--- src/rtl/button_pkg.sv ---
// Shared types and constants for the push-button conditioning front end.
package button_pkg;

   // Debounce FSM states; all four 2-bit codes are assigned.
   typedef enum logic [1:0] {
      S_LOW      = 2'b00,
      S_CHK_HIGH = 2'b01,
      S_HIGH     = 2'b10,
      S_CHK_LOW  = 2'b11
   } state_e;

   localparam logic [7:0] GLITCH_MAX = 8'd255;

   // Saturating increment for the glitch diagnostic counter.
   function automatic logic [7:0] glitch_inc(input logic [7:0] v);
      return (v == GLITCH_MAX) ? v : v + 8'd1;
   endfunction

endpackage

--- src/rtl/sync_2ff.sv ---
// Two-flop synchronizer for asynchronous pins, with a selectable reset level.
module sync_2ff #(
   parameter logic RESET_VAL = 1'b0
) (
   input  logic clk,
   input  logic rstN,
   input  logic d_i,
   output logic q_o
);

   logic ff1_q;
   logic ff2_q;

   // Two back-to-back flops to resolve metastability on the async input.
   always_ff @(posedge clk or negedge rstN) begin
      if (!rstN) begin
         ff1_q <= RESET_VAL;
         ff2_q <= RESET_VAL;
      end else begin
         ff1_q <= d_i;
         ff2_q <= ff1_q;
      end
   end

   assign q_o = ff2_q;

endmodule

--- src/rtl/button_debouncer.sv ---
// Push-button debouncer: synchronizes the raw pin, requires a stable window
// before accepting a level change, emits rise/fall strobes and counts
// rejected transitions.
module button_debouncer
   import button_pkg::*;
#(
   parameter int unsigned DEBOUNCE_CYCLES = 120000,
   parameter int unsigned CNT_WIDTH       = 17,
   parameter bit          BTN_ACTIVE_LOW  = 1'b1
) (
   input  logic       clk,
   input  logic       rstN,
   input  logic       btnRaw,
   output logic       goLevel,
   output logic       goRise,
   output logic       goFall,
   output logic [7:0] glitchCount
);

   // Synchronizer idles at the raw level that means "not pressed".
   localparam logic                 SYNC_RST = BTN_ACTIVE_LOW ? 1'b1 : 1'b0;
   localparam logic [CNT_WIDTH-1:0] CNT_LAST = CNT_WIDTH'(DEBOUNCE_CYCLES - 1);

   logic                 btnRawSync;
   logic                 btnSync;
   state_e               state_q;
   logic [CNT_WIDTH-1:0] cnt_q;
   logic                 goLevel_q;
   logic                 goRise_q;
   logic                 goFall_q;
   logic [7:0]           glitch_q;

   sync_2ff #(
      .RESET_VAL (SYNC_RST)
   ) u_sync (
      .clk  (clk),
      .rstN (rstN),
      .d_i  (btnRaw),
      .q_o  (btnRawSync)
   );

   // Polarity correction after synchronization: 1 always means pressed.
   always_comb begin
      btnSync = BTN_ACTIVE_LOW ? ~btnRawSync : btnRawSync;
   end

   // Debounce FSM with stability counter, registered level, strobes and glitch count.
   always_ff @(posedge clk or negedge rstN) begin
      if (!rstN) begin
         state_q   <= S_LOW;
         cnt_q     <= '0;
         goLevel_q <= 1'b0;
         goRise_q  <= 1'b0;
         goFall_q  <= 1'b0;
         glitch_q  <= '0;
      end else begin
         goRise_q <= 1'b0;
         goFall_q <= 1'b0;
         case (state_q)
            S_LOW: begin
               if (btnSync) begin
                  cnt_q   <= '0;
                  state_q <= S_CHK_HIGH;
               end
            end
            S_CHK_HIGH: begin
               if (!btnSync) begin
                  state_q  <= S_LOW;
                  glitch_q <= glitch_inc(glitch_q);
               end else if (cnt_q == CNT_LAST) begin
                  state_q   <= S_HIGH;
                  goLevel_q <= 1'b1;
                  goRise_q  <= 1'b1;
               end else begin
                  cnt_q <= cnt_q + CNT_WIDTH'(1);
               end
            end
            S_HIGH: begin
               if (!btnSync) begin
                  cnt_q   <= '0;
                  state_q <= S_CHK_LOW;
               end
            end
            S_CHK_LOW: begin
               if (btnSync) begin
                  state_q  <= S_HIGH;
                  glitch_q <= glitch_inc(glitch_q);
               end else if (cnt_q == CNT_LAST) begin
                  state_q   <= S_LOW;
                  goLevel_q <= 1'b0;
                  goFall_q  <= 1'b1;
               end else begin
                  cnt_q <= cnt_q + CNT_WIDTH'(1);
               end
            end
            default: begin
               state_q   <= S_LOW;
               cnt_q     <= '0;
               goLevel_q <= 1'b0;
               goRise_q  <= 1'b0;
               goFall_q  <= 1'b0;
               glitch_q  <= '0;
            end
         endcase
      end
   end

   assign goLevel     = goLevel_q;
   assign goRise      = goRise_q;
   assign goFall      = goFall_q;
   assign glitchCount = glitch_q;

endmodule

--- config.mk ---
export PLATFORM = sky130hd
export DESIGN_NAME = button_debouncer
export DESIGN_NICKNAME = d
export VERILOG_FILES = /design/src/rtl/button_pkg.sv /design/src/rtl/sync_2ff.sv /design/src/rtl/button_debouncer.sv
export SDC_FILE = /design/constraint.sdc
export NUM_CORES = 1
export LEC_CHECK = 0
export ABC_CLOCK_PERIOD_IN_PS = 2300
export CORE_ASPECT_RATIO = 1.5
export CORE_MARGIN = 1.5
export CORE_UTILIZATION = 57
export CTS_CLUSTER_DIAMETER = 40
export DETAILED_ROUTE_END_ITERATION = 16
export GPL_TIMING_DRIVEN = 0
export PLACE_DENSITY = 0.88
export SYNTH_ARGS = -nofsm -noshare
export SYNTH_HDL_FRONTEND = slang
export SYNTH_SLANG_ARGS = --single-unit
--- constraint.sdc ---
create_clock -name clk -period 2.3 [get_ports clk]
set_input_delay 0.46 -clock clk [delete_from_list [all_inputs] [get_ports clk]]
set_output_delay 0.46 -clock clk [all_outputs]
set_load 0.03 [all_outputs]
Word level (Yosys, flattened, before mapping)
Index checks and enable logic that the tools add are counted.
{ "totals": {"output_inout_bits": 11, "elab_cells": 58, "input_bits": 3, "reg_bits": 32} }
{ "classes": {"addsub": 2, "eq_ne": 15, "mux": 27, "reduce_logical": 6} }
{ "op_table": {"columns": ["cell", "count"], "rows": [
  ["17-bit 2-to-1 mux", 5],
  ["17-bit one-hot mux with 4 select lines", 1],
  ["8-bit 2-to-1 mux", 3],
  ["17-bit by 1-bit adder with 17-bit output, second input constant", 1],
  ["17-bit == test, second input constant", 1],
  ["8-bit one-hot mux with 2 select lines", 1],
  ["2-bit 2-to-1 mux", 6],
  ["2-bit inequality test, second input constant", 5],
  ["1-bit 2-to-1 mux", 9],
  ["8-bit by 1-bit adder with 8-bit output, second input constant", 1],
  ["8-bit == test, second input constant", 1],
  ["2-bit one-hot mux with 4 select lines", 1],
  ["4-bit AND reduction", 2],
  ["2-bit by 1-bit inequality test with 1-bit output, second input constant", 3],
  ["5-bit AND reduction", 1],
  ["2-bit == test, second input constant", 2],
  ["3-bit by 2-bit inequality test with 1-bit output, second input constant", 1],
  ["3-bit inequality test, second input constant", 1],
  ["3-bit AND reduction", 1],
  ["2-bit by 1-bit == test with 1-bit output, second input constant", 1],
  ["2-bit zero test", 1],
  ["1-bit one-hot mux with 2 select lines", 1],
  ["2-bit nonzero test", 1]
]} }

Logic depth before layout (Yosys ltp)
{ "logic_depth": {"ltp_word": 4, "mapped_depth": 6, "ltp_nobuf": 5} }

Modules after synthesis
Synthesis repeated with hierarchy kept, for this count alone.
{ "hier_totals": {"hier_cells": 162, "area_unflattened_um2": 1669.1} }
{ "modules_own_cells": {"columns": ["module", "seq_area_each_um2", "area_per_inst_um2", "cells_each", "n_inst"], "rows": [
  ["button_debouncer", 750.7, 1616.6, 160, 1],
  ["sync_2ff", 52.6, 52.6, 2, 1]
]} }

Worst setup path before layout
OpenSTA, ideal clock, no wires.
{ "synth_timing": {"path_kind": "flip-flop to flip-flop", "start": "register cnt_q[0]", "end": "register cnt_q[14]", "arrival_time_ps": 1723, "required_time_ps": 2179, "path_buffers": 0, "setup_slack_ps": 456, "period_less_slack_ps": 1844, "stages_incl_launch_ff": 6, "path_cell_list": "dfrtp_1 > ha_1 > nand3_1 > nor4_2 > mux2_2 > a22o_1"} }
{ "synth_between": {"elab_chain_len": 4, "elab_cells_between_ends": 6, "cone_classes": "add/sub: 1; eq/ne: 1; mux: 4"} }
{ "synth_rtl": {"columns": ["item", "line_no", "rtl"], "rows": [
  ["start: declaration", "button_debouncer.sv:27", "logic [CNT_WIDTH-1:0] cnt_q;"],
  ["start signal: assignment", "button_debouncer.sv:75", "cnt_q <= cnt_q + CNT_WIDTH'(1);"],
  ["start signal: assignment", "button_debouncer.sv:93", "cnt_q <= cnt_q + CNT_WIDTH'(1);"],
  ["17-bit by 1-bit adder with 17-bit output or 17-bit == test (tied branches)", null, null],
  ["17-bit 2-to-1 mux (*)", "button_debouncer.sv:70, button_debouncer.sv:88", null],
  ["17-bit 2-to-1 mux (on tied branches)", "button_debouncer.sv:85, button_debouncer.sv:67", null],
  ["17-bit one-hot mux with 4 select lines (*)", "button_debouncer.sv:59", "case (state_q)"]
]} }
Every way passes the cells marked *; elsewhere a longest branch is shown, timed or not. The select of a mux whose other input is x is not followed.
A chain may end at the register's enable or synchronous reset.

Worst setup path after layout
Ends and elaborated chain as after synthesis.

==> flow_metrics.tcl <==
set metrics [dict create \
    fp.dieArea_mm2 0.003350 \
    synth_top_cell_by_area "sky130_fd_sc_hd__dfrtp_1" \
    grt_antenna_before_repair 0 \
    final.fill_count 225 \
    clk_pwr_share_pct 31.3 \
    dpl.cell_count 218 \
    synthCells 166 \
    share_seq_of_total_power_pct 45.8 \
    clock_input_transition_at_the_sequential_cells_of_the_worst_setup_and_hold_paths_ns 0.06 \
    routed_wire_length_per_instance_um 16.64 \
    clock.fmax_mhz 471.0 \
    vdd.ir_drop.worst_mv 0.7793 \
    cp_cell_sequence "ha_1 > nand3_1 > nor4_2 > mux2_2 > a22o_1" \
    rows 24 \
    cts.htree.levels 2 \
    power_frac_comb_pct 22.8 \
    use_met2_pct 41.63 \
    crit_path_max_incr_delay_ns 0.47 \
    p_switching_mw 0.4921 \
    insertion_delay_ns 0.29 \
    synthesis.nets 171 \
    end_kind "flop" \
    timing_worst_slew_pin_value_ns 0.6990 \
    max-clock-path-buffers 2 \
    pwr_density_cell_mw_per_mm2 771.6 \
    drtAntennaViolNets 0 \
    global_route.usage.total_pct 26.85 \
    worst_hold_path_type "in -> async" \
    worst_clock_skew_ns 0.004111 \
    synth_seq_area_share_pct 46.90 \
    postSynth.asyncResetShare_pct 100.0 \
    switching_share_pct 32.09 \
    yosysWarnings 0 \
    preCtsSetupSlack_ns 0.1708 \
    place.port_buffers 13 \
    timing.max_slew.rel_slack_pct 53.40 \
    initial_core_util_pct 59.42 \
    globalRouteOverflowTotal 0 \
    p_int_mw 1.041 \
    grt_pass1_vias 1498 \
    num_io_pins 14 \
    routed_wl_mm 3.760 \
    final_instance_count_without_filler_cells 226 \
    critical_path.n_buffers_inverters 0 \
    finish.instance_area_mm2 0.001987 \
    power.total_mw 1.533 \
    finish.utilization_pct 68.92 \
    postCtsSetupBuffers 0 \
    drc 0 \
    critPathMaxFanout 9 \
    synth.ff_latch_count 32 \
    final_setup_tns_ns 0 \
    leakagePower_nw 0.8398 \
    synthDistinctLibCells 43 \
    timing.critical_path.required_ns 2.48 \
    hold_ws_ns 0.2148 \
    worst_path_dominant_cell_family "simple AND/OR/NAND/NOR gates" \
    hpwl_mm 2.638 \
    first_iter_violations 67 \
    cts.sink_count 32 \
    place_area_mm2 0.001892 \
    grt_util_met3_pct 6.460 \
    clock_tree.root_cell "sky130_fd_sc_hd__clkbuf_8" \
    globalRoute.busiestLayer "met2" \
    tritoncts "yes" \
    core-area_mm2 0.002883 \
    setup_violations 0 \
    die_w_um 47.76 \
    post_cts_hold_buffer_count 0 \
    postCtsResizedCells 0 \
    die_span_in_y_um 70.14 \
    slew_viol_final 0 \
    yosys.area.top_type_share_pct 43.83 \
    cts_buffers 5 \
    synth_area_mm2 0.001713 \
    synth_area_per_cell_um2 10.32 \
    finalWorstPathRequiredPeriod_ns 2.123 \
    num_vias 1421 \
    timing.final.hold_violations 0 \
    first_pass_iters 4 \
    final_min_period_over_clock_period_pct 92.31 \
    critical_path_class "reg -> reg" \
    share_of_post_route_cells_with_drive_strength_above_1_pct 14.97 \
    cap_violations 0 \
    timing.final.ws_setup_ns 0.1768 \
    cpMaxStageDelayCell "sky130_fd_sc_hd__nor4_2" \
    finalWeightedCongestion 0.8647 \
    result_of_the_run "finished, final reports clean" \
    grt_first_pass_wirelength_mm 6.513 \
    timing.critical_path.arrival_ns 2.30 \
    flow.area_growth_from_synthesis_pct 16.00 \
    diodes 0 \
    design.final.nets 191 \
    globalRouteMet1Util_pct 32.70 \
    synth_enable_flop_cells 0 \
    synth_top_cells_by_area "sky130_fd_sc_hd__dfrtp_1, sky130_fd_sc_hd__nand2_1, sky130_fd_sc_hd__mux2_2" \
    ratio_of_routed_vias_to_standard_cells 6.288 \
    worstSetupStartpointType "flop" \
    grt_setup_unrepaired "no" \
    maximum_number_of_pins_on_one_net_before_global_route_repair 33 \
    ys.flop_type "sky130_fd_sc_hd__dfrtp_1" \
]
-- cells by family after synthesis --
group | count (synthesis) | share of synthesized area, %
xor gates and xnor gates | 9 | 5.698
AOI/OAI and AO/OA | 35 | 14.83
DFF | 32 | 46.90
adders and majority gates | 2 | 1.461
and+or+nand+nor | 74 | 24.98
buffers and inverters | 9 | 2.848
muxes | 5 | 3.287
-- sequential cells by signal, indices dropped and copies added (netlist names), named ones only --
signal	flops
u_sync.q_o	1
state_q	1
goLevel	1
glitchCount	8
goFall	1
goRise	1
cnt_q	17
u_sync.ff1_q	1
-- metal layers --
layer / wire length (um) / vias to the layer above / part of all wire [%]
li1: - / 661 / -
met1: 1421 / 696 / 38
met2: 2055 / 53 / 55
met3: 191 / 11 / 5.1
met4: 91 / 0 / 2.4
met5: 0 / - / 0
-- cells in the final DEF (no fill, tap or decap), drive strengths merged, types with 4 or more instances in the layout --
cell type / n
a21oi: 9
a22o: 5
and3: 4
buf: 5
clkbuf: 12
clkdlybuf4s50: 12
dfrtp: 30
mux2: 5
nand2: 16
nand3: 8
nand4: 8
nor2: 12
nor3: 8
nor3b: 4
o21ai: 6
xor2: 7
-- worst paths after layout --
| check | from | end | slack [ns] | cells past startpoint |
|---|---|---|---|---|
| worst max-delay path | cnt_q[0] | cnt_q[14] | 0.18 | 5 |
| max in group asynchronous | rstN | glitchCount[7] | 1.64 | 1 |
| worst max register to register | cnt_q[0] | cnt_q[14] | 0.18 | 5 |
| worst min-delay path | rstN | cnt_q[1] | 0.21 | 1 |
| worst min register to register | u_sync.ff1_q | u_sync.q_o | 0.36 | 0 |
| min in group clk | u_sync.ff1_q | u_sync.q_o | 0.36 | 0 |
-- power groups by stage --
| stage | Clock, mW | Sequential, mW | Combinational [mW] |
|---|---|---|---|
| 5_1_grt | 0.506 | 0.711 | 0.377 |
| 2_1_floorplan | 0 | 0.791 | 0.116 |
| 3_5_place_dp | 0 | 0.710 | 0.352 |
| 4_1_cts | 0.490 | 0.702 | 0.354 |
| 3_3_place_gp | 0 | 0.705 | 0.342 |
| 6_report | 0.481 | 0.703 | 0.350 |
-- synthesized netlist by cell type (2+ instances only) --
cell type / count
sky130_fd_sc_hd__nand3_1: 8
sky130_fd_sc_hd__nand4_1: 8
sky130_fd_sc_hd__a31oi_1: 2
sky130_fd_sc_hd__nand4b_1: 2
sky130_fd_sc_hd__nand2_1: 16
sky130_fd_sc_hd__dfstp_2: 2
sky130_fd_sc_hd__buf_2: 3
sky130_fd_sc_hd__nor3_1: 7
sky130_fd_sc_hd__ha_1: 2
sky130_fd_sc_hd__o211ai_1: 2
sky130_fd_sc_hd__clkbuf_1: 4
sky130_fd_sc_hd__and4_1: 2
sky130_fd_sc_hd__mux2_2: 5
sky130_fd_sc_hd__a31o_2: 3
sky130_fd_sc_hd__and3_1: 4
sky130_fd_sc_hd__a221o_1: 2
sky130_fd_sc_hd__xnor2_1: 2
sky130_fd_sc_hd__o21ai_0: 6
sky130_fd_sc_hd__nor2_1: 11
sky130_fd_sc_hd__a22o_1: 5
sky130_fd_sc_hd__a21oi_1: 9
sky130_fd_sc_hd__xor2_1: 6
sky130_fd_sc_hd__a211oi_1: 3
sky130_fd_sc_hd__nor3b_1: 4
sky130_fd_sc_hd__dfrtp_1: 30
-- layout make-up --
cell class	instances	area, um^2	share of cell area, %
multi-input combinational	125	860.8	43.32
sequential	32	803.3	40.43
timing repair buffer	13	125.1	6.297
clock buffer	8	100.1	5.038
tap	39	48.80	2.456
buffer	8	45.04	2.267
inverter	1	3.754	0.1889
(Power assumes the default switching activity.)
